[config.mk]
export PLATFORM = sky130hd
export DESIGN_NAME = countdown_ctrl
export DESIGN_NICKNAME = d
export VERILOG_FILES = /design/src/rtl/countdown_ctrl.sv
export SDC_FILE = /design/constraint.sdc
export NUM_CORES = 1
export LEC_CHECK = 0
export ABC_AREA = 0
export BUFFER_PORTS_ARGS = -buffer_cell sky130_fd_sc_hd__buf_2
export CAP_MARGIN = 20
export CORE_MARGIN = 3
export CORE_UTILIZATION = 54
export DETAILED_ROUTE_END_ITERATION = 10
export HOLD_SLACK_MARGIN = 0.12
export PLACE_DENSITY = 0.75
export SLEW_MARGIN = 20
export SYNTH_ARGS = -nofsm -noshare
export SYNTH_HDL_FRONTEND = slang
export SYNTH_SLANG_ARGS = --single-unit
[constraint.sdc]
create_clock -name clk -period 2.4 [get_ports clk]
set_clock_uncertainty 0.15 [all_clocks]
set_input_delay 0.12 -clock clk [delete_from_list [all_inputs] [get_ports clk]]
set_output_delay 0.12 -clock clk [all_outputs]
set_load 0.05 [all_outputs]
[src/rtl/countdown_ctrl.sv]
// Single-button sequencing controller for the BCD countdown datapath:
// start / pause / resume / hold-to-clear, then a timed multi-burst alarm.
module countdown_ctrl #(
  parameter int BEEP_ON    = 100,
  parameter int BEEP_OFF   = 100,
  parameter int BEEP_COUNT = 3,
  parameter int HOLD_CLR   = 2000
) (
  input  logic       clk,
  input  logic       reset,
  input  logic       timebase,
  input  logic       button,
  input  logic       counter_z,
  output logic       counter_clr,
  output logic       counter_en,
  output logic       beep,
  output logic [2:0] fsm_state
);

  typedef enum logic [2:0] {
    S_CLR      = 3'd0,
    S_IDLE     = 3'd1,
    S_RUN      = 3'd2,
    S_PAUSE    = 3'd3,
    S_BEEP_ON  = 3'd4,
    S_BEEP_OFF = 3'd5
  } state_t;

  localparam int DUR_MAX = ((BEEP_ON > BEEP_OFF) ? BEEP_ON : BEEP_OFF) - 1;
  localparam int DUR_W   = (DUR_MAX < 1) ? 1 : $clog2(DUR_MAX + 1);
  localparam int HOLD_W  = $clog2(HOLD_CLR + 1);
  localparam int BURST_W = $clog2(BEEP_COUNT + 1);

  localparam logic [DUR_W-1:0]   ON_LD     = DUR_W'(BEEP_ON - 1);
  localparam logic [DUR_W-1:0]   OFF_LD    = DUR_W'(BEEP_OFF - 1);
  localparam logic [HOLD_W-1:0]  HOLD_LIM  = HOLD_W'(HOLD_CLR);
  localparam logic [BURST_W-1:0] BURST_LIM = BURST_W'(BEEP_COUNT);

  state_t             state_q, state_d;
  logic [HOLD_W-1:0]  hold_q, hold_d;
  logic [DUR_W-1:0]   dur_q, dur_d;
  logic [BURST_W-1:0] burst_q, burst_d;
  logic               armed_q, armed_d;
  logic               button_prev_q, button_prev_d;
  logic               press, release_ev;

  // button_prev resets high so a button held through reset is not a press.
  always_ff @(posedge clk or negedge reset) begin
    if (!reset) begin
      state_q       <= S_CLR;
      hold_q        <= '0;
      dur_q         <= '0;
      burst_q       <= '0;
      armed_q       <= 1'b0;
      button_prev_q <= 1'b1;
    end else begin
      state_q       <= state_d;
      hold_q        <= hold_d;
      dur_q         <= dur_d;
      burst_q       <= burst_d;
      armed_q       <= armed_d;
      button_prev_q <= button_prev_d;
    end
  end

  always_comb begin
    button_prev_d = button;
    press         = button & ~button_prev_q;
    release_ev    = ~button & button_prev_q;
    state_d       = state_q;
    hold_d        = hold_q;
    dur_d         = dur_q;
    burst_d       = burst_q;
    armed_d       = armed_q;

    case (state_q)
      S_CLR: begin
        state_d = S_IDLE;
        hold_d  = '0;
        dur_d   = '0;
        burst_d = '0;
        armed_d = 1'b0;
      end
      S_IDLE: begin
        if (press) state_d = S_RUN;
      end
      S_RUN: begin
        if (counter_z) begin
          state_d = S_BEEP_ON;
          dur_d   = ON_LD;
          burst_d = '0;
        end else if (press) begin
          state_d = S_PAUSE;
          hold_d  = '0;
          armed_d = 1'b0;
        end
      end
      S_PAUSE: begin
        // Hold timer saturates at the limit; reaching it clears without release.
        if (!button) hold_d = '0;
        else if (timebase && (hold_q != HOLD_LIM)) hold_d = hold_q + HOLD_W'(1);
        if (hold_d == HOLD_LIM) begin
          state_d = S_CLR;
        end else if (release_ev) begin
          if (armed_q) state_d = S_RUN;
          else         armed_d = 1'b1;
        end
      end
      S_BEEP_ON: begin
        if (press) begin
          state_d = S_CLR;
        end else if (timebase) begin
          if (dur_q == '0) begin
            state_d = S_BEEP_OFF;
            dur_d   = OFF_LD;
            burst_d = burst_q + BURST_W'(1);
          end else begin
            dur_d = dur_q - DUR_W'(1);
          end
        end
      end
      S_BEEP_OFF: begin
        if (press) begin
          state_d = S_CLR;
        end else if (timebase) begin
          if (dur_q == '0) begin
            if (burst_q == BURST_LIM) begin
              state_d = S_CLR;
            end else begin
              state_d = S_BEEP_ON;
              dur_d   = ON_LD;
            end
          end else begin
            dur_d = dur_q - DUR_W'(1);
          end
        end
      end
      default: state_d = S_CLR;
    endcase
  end

  always_comb begin
    counter_clr = (state_q == S_CLR);
    counter_en  = (state_q == S_RUN);
    beep        = (state_q == S_BEEP_ON);
    fsm_state   = state_q;
  end

endmodule

==> qor.txt, run 1 <==
yosys warns: 0
commonest cells after routing, fill and taps aside: o21ai_0, dfrtp_1, nand2_1, nor2_1, buf_4
Worst Path Max Fanout: 7
CP endpoint kind: flop
CTS Buffer Depth: 2
period utilisation layout: 96.52%
Cells after Synth: 214
top cell family by delay on the critical path: compound AO/OA/AOI/OAI gates
Initial Util: 57.32%
number of global-route vias before repair: 1704
post-synth top area share: 34.04%
first-pass GRT wire length: 7700 um
Starting DRT DRC Count: 115
Setup TNS: 0 ns
Placed Instances: 270
Sink Count: 25
wire length per cell: 15.86 um
worst skew pair latency: 0.34 ns
Antenna diodes: 0
startpoint types: flop
Worst EP arrival: 2.40 ns
flop and latch count out of synthesis: 25
Initial DRT Pass Iterations: 4
layout cells sized above 1: 19.15%
reg2reg path depth: 6
vias per std cell: 6.258
# rows: 20
worst-margin pin slew: 0.5666 ns
Final Hold Fails: 0
sequential area share after synthesis: 35.53%
clock root buffer: clkbuf_4
Final #Nets: 246
final wirelength: 4425 um
status: completed
crit-path max cell delay: 0.47 ns
initial antenna violation count: 0
Critical Path RT: 2.49 ns
Max Cap Violations: 0
ys async rst share: 100.0%
total CTS buffers: 3
prevailing post-synth register cell: dfrtp_1
PD cells: 1027 nW/um^2
post-synth top area cell: dfrtp_1
height of the chip: 63.16 um
post-route ant nets: 0
post-synthesis area per instance: 8.244 um^2
vias: 1746
DRC errors left: 0
crit-path cells: or3b_1, o41a_1, a41oi_2, nand3_1, o311ai_2, o211ai_2
GRT Resource Usage Total: 23.90%
grt ovf: 0
gpl congestion: 0.8850
Die W: 63.16 um
CTS tree: done
Leakage Power: 0.8834 nW
total nets after synthesis: 224
number of flops mapped to enable cells by yosys: 0
Die Area: 3989 um^2
worst r2r src: hold_q[5]$_DFFE_PN0P_
Post-Layout Cell Count: 279
max frequency: 431.7 MHz
Area Growth Syn to Fin: 14.82%
Final Max Tran Viols: 0
final worst path period need: 2.317 ns
Crit-path slowest cell: dfrtp_2
hold crit path type: input port to asynchronous set/reset pin
PortBufs: 10
Slew headroom: 62.23%
I/O pins: 11
top area cells in the synthesized netlist: dfrtp_1, o21ai_0, a21oi_1
post-synthesis cell area: 1764 um^2
crit path kind: flop to flop
Peak VDD IR: 0.8408 mV
register-to-register setup slack: 0.08 ns
Core Region: 3078 um^2
Final setup violation count: 0
crit path buf inv count: 0
CTS clk-pin slew, worst paths: 0.15 ns
Cell variety after synth: 52
largest net degree at the start of global routing: 26
terminus of the critical flop-to-flop path: fsm_state[1]$_DFFE_PN0P_
post-DP HPWL: 3206 um
htree depth: 1
per-stage QoR:
step / util, % / hold WS (ns) / cell area, um^2 / setup slack (ns) / power, mW
2_1_floorplan: - / -0.3256 / 1764 / 0.06883 / 1.488
3_3_place_gp: 62.44 / -0.01100 / 1922 / 0.07517 / 1.772
3_5_place_dp: 62.44 / -0.002815 / 1922 / 0.03624 / 1.818
4_1_cts: 64.76 / 0.1482 / 1993 / 0.02767 / 2.039
5_1_grt: 65.81 / 0.1760 / 2026 / -0.01103 / 2.233
6_report: 65.81 / 0.1218 / 2026 / 0.08349 / 2.080
sequential cells by signal, indices dropped and copies added (netlist names):
name,count
burst_q,2
button_prev_q,1
fsm_state,3
dur_q,7
hold_q,11
armed_q,1
Yosys cell counts (3+ instances only):
library cell / number
o211ai_1: 3
nor3_1: 9
mux2i_1: 3
or3_1: 6
a31oi_1: 6
nand4_1: 6
clkbuf_1: 9
nand2b_1: 7
buf_2: 3
nor2_1: 17
a21oi_1: 14
nand2_1: 18
ha_1: 5
inv_1: 9
nor2b_1: 5
o21ai_0: 24
dfrtp_1: 24
nand3_1: 6
what timing repair did:
action / 4_1_cts / 5_1_grt
hold buffers: 3 / 0
gates resized for setup: 1 / 6
pin swaps: 0 / 6
setup buffers: 1 / 1
hold endpoints to repair: 30 / 0
endpoints found under the setup margin: 2 / 10
how the worst max path moves through the flow:
stage                             startpoint                        to  slack, ns  cells after the start
finish                 hold_q[5]$_DFFE_PN0P_  fsm_state[1]$_DFFE_PN0P_       0.08                      6
global route           hold_q[1]$_DFFE_PN0P_  fsm_state[0]$_DFFE_PN0P_      -0.01                      7
CTS                     dur_q[0]$_DFFE_PN0P_      dur_q[4]$_DFFE_PN0P_       0.03                      8
detailed placement      dur_q[1]$_DFFE_PN0P_      dur_q[4]$_DFFE_PN0P_       0.04                      8
global placement        dur_q[1]$_DFFE_PN0P_      dur_q[4]$_DFFE_PN0P_       0.08                      8
floorplan           fsm_state[2]$_DFFE_PN0P_    burst_q[1]$_DFFE_PN0P_       0.07                      6
layout make-up:
class,instances,area [um^2]
well taps,44,55.05
repair buffers,30,207.7
clock inverters,1,5.005
fillers,264,1052
flip-flops and latches,25,628.1
clock buffers,3,22.52
multi-input cells,167,1074
inverters,9,33.78
routing by layer:
| layer | GRT usage, % | share of wire [%] | vias to the layer above | routed length [um] |
|---|---|---|---|---|
| met4 | 10.19 | 2.2 | 0 | 97 |
| met5 | 0 | 0 | - | 0 |
| met1 | 30.53 | 42 | 836 | 1880 |
| li1 | - | - | 834 | - |
| met3 | 3.209 | 7.3 | 9 | 325 |
| met2 | 40.32 | 48 | 67 | 2121 |
kinds of logic (layout without fill, tap and decap cells):
| kind of cell | after synthesis | after routing | synth area share [%] |
|---|---|---|---|
| mux | 5 | 5 | 2.979 |
| buf+inv | 22 | 43 | 5.319 |
| compound gates | 70 | 70 | 26.46 |
| simple gates | 86 | 86 | 25.67 |
| flops | 25 | 25 | 35.53 |
| fa+ha+maj | 5 | 5 | 3.546 |
| xor+xnor | 1 | 1 | 0.4965 |
report_power, final:
part	leakage (nW)	internal [mW]	switching [mW]	total, mW
combinational	0.535	0.476	0.795	1.27
sequential	0.331	0.512	0.0932	0.605
clock	0.0177	0.0629	0.141	0.204
total	0.883	1.05	1.03	2.08
Note: power is estimated with default switching activity, not from simulation.
==> run 2, diff against run 1 <==
- PLACE_DENSITY: 0.75 -> 0.85
==> qor.txt, run 2 (synthesis results as in run 1) <==
total CTS buffers: 3 (unchanged)
Initial DRT Pass Iterations: 4 (unchanged)
layout cells sized above 1: 20.08% (was 19.15%)
Worst Path Max Fanout: 7 (unchanged)
worst r2r src: hold_q[0]$_DFFE_PN0P_ (was hold_q[5]$_DFFE_PN0P_)
post-DP HPWL: 2962 um (was 3206 um)
Final Max Tran Viols: 0 (unchanged)
I/O pins: 11 (unchanged)
Leakage Power: 0.8917 nW (was 0.8834 nW)
Die Area: 3989 um^2 (unchanged)
Final Hold Fails: 0 (unchanged)
vias per std cell: 6.081 (was 6.258)
vias: 1721 (was 1746)
first-pass GRT wire length: 7148 um (was 7700 um)
clock root buffer: clkbuf_4 (unchanged)
post-route ant nets: 0 (unchanged)
GRT Resource Usage Total: 22.09% (was 23.90%)
largest net degree at the start of global routing: 26 (unchanged)
reg2reg path depth: 9 (was 6)
final worst path period need: 2.311 ns (was 2.317 ns)
DP Worst Slack: 0.01137 ns (was 0.03624 ns)
worst-margin pin slew: 0.5838 ns (was 0.5666 ns)
PortBufs: 10 (unchanged)
Die W: 63.16 um (unchanged)
initial antenna violation count: 0 (unchanged)
gpl congestion: 0.8375 (was 0.8850)
PD cells: 1039 nW/um^2 (was 1027 nW/um^2)
CTS tree: done (unchanged)
most common cell after layout, fill and taps aside: o21ai_0
max frequency: 432.7 MHz (was 431.7 MHz)
Final setup violation count: 0 (unchanged)
final wirelength: 4278 um (was 4425 um)
Worst EP arrival: 2.39 ns (was 2.40 ns)
number of global-route vias before repair: 1575 (was 1704)
Core Region: 3078 um^2 (unchanged)
status: completed (unchanged)
Peak VDD IR: 0.5886 mV (was 0.8408 mV)
period utilisation layout: 96.30% (was 96.52%)
Final #Nets: 250 (was 246)
Sink Count: 25 (unchanged)
final worst setup slack: 0.08885 ns (was 0.08349 ns)
terminus of the critical flop-to-flop path: fsm_state[1]$_DFFE_PN0P_ (unchanged)
register-to-register setup slack: 0.09 ns (was 0.08 ns)
hold crit path type: input port to asynchronous set/reset pin (unchanged)
height of the chip: 63.16 um (unchanged)
DRC errors left: 0 (unchanged)
worst skew pair latency: 0.33 ns (was 0.34 ns)
Initial Util: 57.32% (unchanged)
wire length per cell: 15.12 um (was 15.86 um)
max reg flops: 11 (unchanged)
Max Cap Violations: 0 (unchanged)
Most flops, register: hold_q (unchanged)
Tot Pwr: 2.122 mW (was 2.080 mW)
# rows: 20 (unchanged)
Post-Route Utilization: 66.34% (was 65.81%)
Slew headroom: 61.08% (was 62.23%)
Critical Path RT: 2.48 ns (was 2.49 ns)
Antenna diodes: 0 (unchanged)
CTS Buffer Depth: 2 (unchanged)
CP endpoint kind: flop (unchanged)
crit path kind: flop to flop (unchanged)
CTS clk-pin slew, worst paths: 0.15 ns (about the same)
startpoint types: flop (unchanged)
Starting DRT DRC Count: 96 (was 115)
commonest cells after routing, fill and taps aside: o21ai_0, dfrtp_1, buf_4 (was o21ai_0, dfrtp_1, nand2_1, nor2_1, buf_4)
grt ovf: 0 (unchanged)
htree depth: 1 (unchanged)
Area Growth Syn to Fin: 15.74% (was 14.82%)
[run 2: cell count changes in the layout (fill, tap and decap cells not counted), sizes merged]
cell	delta
buf	+4
clkbuf	+1
clkinv	-1
[run 2: worst max-delay path: stages, from the launching register on]
cell      delay (ns)
dfrtp_1         0.40
buf_4           0.16
inv_1           0.08
ha_1            0.16
nand2_1         0.08
o41a_1          0.44
a41oi_2         0.19
nand3_1         0.13
o311ai_2        0.30
o211ai_2        0.11
[run 2: layout make-up]
type	count	area, um^2
multi-input cells	167	1060
fillers	254	1036
flip-flops and latches	25	629.4
repair buffers	34	237.7
well taps	44	55.05
inverters	9	33.78
clock buffers	4	26.28
[run 2: timing repair]
item,in CTS,in global routing
hold buffers,3,0
setup endpoints to repair,2,4
resized for setup,1,4
pin swaps,0,5
hold endpoints to repair,30,0
buffers inserted,1,3
[run 2: stage by stage]
step                      instance area [um^2]  hold slack (ns)  std cells  setup TNS [ns]
after CTS                                 2002           0.1706        280               0
final                                     2042           0.1485        283               0
after global placement                    1937         0.006773        272               0
after global routing                      2042           0.1728        283        -0.02594
after floorplan                           1764          -0.3256        214               0
after detailed placement                  1937         0.003715        272               0
[run 2: worst max-delay path by stage]
| stage | end | start | slack, ns |
|---|---|---|---|
| floorplan | burst_q[1]$_DFFE_PN0P_ | fsm_state[2]$_DFFE_PN0P_ | 0.07 |
| global placement | dur_q[4]$_DFFE_PN0P_ | dur_q[1]$_DFFE_PN0P_ | 0.07 |
| detailed placement | fsm_state[1]$_DFFE_PN0P_ | hold_q[4]$_DFFE_PN0P_ | 0.01 |
| CTS | fsm_state[1]$_DFFE_PN0P_ | hold_q[5]$_DFFE_PN0P_ | 0.02 |
| global route | fsm_state[1]$_DFFE_PN0P_ | hold_q[0]$_DFFE_PN0P_ | -0.03 |
| finish | fsm_state[1]$_DFFE_PN0P_ | hold_q[0]$_DFFE_PN0P_ | 0.09 |
[run 2: per-layer routing]
metal,global-route usage [%],part of all wire [%]
met5,0,0
met2,34.52,47
met1,30.77,47
met4,8.815,1.9
met3,3.030,3.6
[run 2: report_power, final]
part           switching (mW)  leakage, nW  internal [mW]  total [mW]
Clock                   0.136       0.0150         0.0653       0.201
Combinational           0.816        0.548          0.523        1.34
Sequential             0.0692        0.329          0.512       0.581
==> run 3, diff against run 2 <==
- clock period: 2.4 -> 2.04 ns (I/O delays scaled with it)
==> qor.txt, run 3 (synthesis results as in run 1) <==
status: finished with violations (was completed)
failing checks: setup timing
total CTS buffers: 3 (unchanged)
grt ovf: 0 (unchanged)
Die Area: 3989 um^2 (unchanged)
CTS clk-pin slew, worst paths: 0.15 ns (about the same)
commonest cells after routing, fill and taps aside: buf_4, dfrtp_1, o21ai_0 (was o21ai_0, dfrtp_1, buf_4)
Core Region: 3078 um^2 (unchanged)
CTS tree: done (unchanged)
vias per std cell: 6.667 (was 6.081)
wire length per cell: 18.87 um (was 15.12 um)
Peak VDD IR: 1.039 mV (was 0.5886 mV)
CTS Buffer Depth: 2 (unchanged)
hold crit path type: input port to asynchronous set/reset pin (unchanged)
Final #Nets: 276 (was 250)
final worst path period need: 2.282 ns (was 2.311 ns)
layout cells sized above 1: 40.75% (was 20.08%)
dpl cell area: 2173 um^2 (was 1937 um^2)
final worst setup slack: -0.2419 ns (was 0.08885 ns)
Crit-path slowest cell: dfrtp_1 (was o41a_1)
crit-path cells: or3b_4, nand2b_1, a221oi_4, nand4b_1, o21ai_4, mux2i_1 (was buf_4, inv_1, ha_1, nand2_1, o41a_1, a41oi_2, nand3_1, o311ai_2, o211ai_2)
Initial DRT Pass Iterations: 6 (was 4)
unrepaired setup endpoints after global routing: true
PortBufs: 10 (unchanged)
most common cell after layout, fill and taps aside: buf_4 (was o21ai_0)
max frequency: 438.2 MHz (was 432.7 MHz)
Most flops, register: hold_q (unchanged)
Area Growth Syn to Fin: 41.49% (was 15.74%)
crit-path max cell delay: 0.44 ns (about the same)
filler cell count: 169 (was 254)
gpl congestion: 0.8538 (was 0.8375)
PD cells: 1290 nW/um^2 (was 1039 nW/um^2)
Leakage Power: 1.089 nW (was 0.8917 nW)
htree depth: 1 (unchanged)
initial antenna violation count: 0 (unchanged)
crit path kind: flop to flop (unchanged)
post-DP HPWL: 3370 um (was 2962 um)
Final setup violation count: 10 (was 0)
worst skew pair latency: 0.34 ns (was 0.33 ns)
GRT Resource Usage Total: 25.55% (was 22.09%)
Sink Count: 25 (unchanged)
Final Instance Area: 2496 um^2 (was 2042 um^2)
Critical Path RT: 2.16 ns (was 2.48 ns)
DRC errors left: 0 (unchanged)
clock root buffer: clkbuf_4 (unchanged)
Final Max Tran Viols: 0 (unchanged)
Placed Instances: 295 (was 272)
Antenna diodes: 0 (unchanged)
Final Hold Fails: 0 (unchanged)
Setup TNS: -1.221 ns (was 0 ns)
final wirelength: 5832 um (was 4278 um)
Worst EP arrival: 2.40 ns (was 2.39 ns)
Slew headroom: 61.00% (was 61.08%)
I/O pins: 11 (unchanged)
period utilisation layout: 111.9% (was 96.30%)
Worst Path Max Fanout: 5 (was 7)
# rows: 20 (unchanged)
largest net degree at the start of global routing: 26 (unchanged)
Post-Layout Cell Count: 309 (was 283)
first-pass GRT wire length: 8293 um (was 7148 um)
CP endpoint kind: flop (unchanged)
Initial Util: 57.32% (unchanged)
startpoint types: flop (unchanged)
post-route ant nets: 0 (unchanged)
max reg flops: 11 (unchanged)
Max Cap Violations: 0 (unchanged)
number of global-route vias before repair: 1887 (was 1575)
height of the chip: 63.16 um (unchanged)
worst-margin pin slew: 0.5850 ns (was 0.5838 ns)
Die W: 63.16 um (unchanged)
vias: 2060 (was 1721)
Starting DRT DRC Count: 292 (was 96)
## run 3: final timing paths
kind / from / to / slack [ns] / depth (start not counted)
setup / recovery: hold_q[4]$_DFFE_PN0P_ / fsm_state[0]$_DFFE_PN0P_ / -0.24 / 6
hold / removal: reset / dur_q[1]$_DFFE_PN0P_ / 0.12 / 2
setup reg to reg: hold_q[4]$_DFFE_PN0P_ / fsm_state[0]$_DFFE_PN0P_ / -0.24 / 6
hold reg to reg: burst_q[1]$_DFFE_PN0P_ / burst_q[1]$_DFFE_PN0P_ / 0.39 / 2
max in group asynchronous: reset / hold_q[1]$_DFFE_PN0P_ / 1.20 / 2
min in group clk: timebase / hold_q[4]$_DFFE_PN0P_ / 0.17 / 4
## run 3: per-layer routing
layer	GRT usage [%]	part of all wire [%]
met1	33.30	39
met2	42.82	48
met3	3.387	9.9
met4	9.917	2.9
met5	0	0
## run 3: power by group
group	switching (mW)	leakage, nW	total (mW)	internal [mW]
sequential	0.142	0.326	0.749	0.607
clock	0.172	0.0177	0.246	0.0739
combinational	1.27	0.745	2.23	0.959
total	1.58	1.09	3.22	1.64
## run 3: critical path, delay by kind of cell (launching register included)
family | cells | cell delay, ns
AO/OA/AOI/OAI | 2 | 0.52
flip-flops | 1 | 0.44
multiplexers | 1 | 0.21
AND/OR/NAND/NOR | 3 | 0.88
## run 3: layout make-up
cell class / instances / area [um^2] / area share [%]
Clock inverter: 1 / 5.005 / 0.2005
Clock buffer: 3 / 22.52 / 0.9023
Multi-Input combinational cell: 167 / 1285 / 51.48
Timing Repair Buffer: 60 / 460.4 / 18.45
Tap cell: 44 / 55.05 / 2.206
Sequential cell: 25 / 631.9 / 25.31
Inverter: 9 / 36.28 / 1.454
## run 3: stage by stage
step	util, %	setup slack (ns)	hold WS, ns	power, mW
6_report	81.10	-0.2419	0.1223	3.221
5_1_grt	81.10	-0.3287	0.1689	3.371
4_1_cts	74.43	-0.2227	0.1370	2.755
3_5_place_dp	70.61	-0.2033	-0.02542	2.447
3_3_place_gp	70.61	-0.1184	-0.01998	2.399
2_1_floorplan	-	-0.1488	-0.3436	1.850
## run 3: what timing repair did
action | in CTS | in global routing
setup buffers | 1 | 5
cloned | 0 | 1
pin swaps | 8 | 16
hold endpoints to repair | 31 | 0
resized for setup | 13 | 41
setup endpoints to repair | 10 | 15
hold buffers | 4 | 0
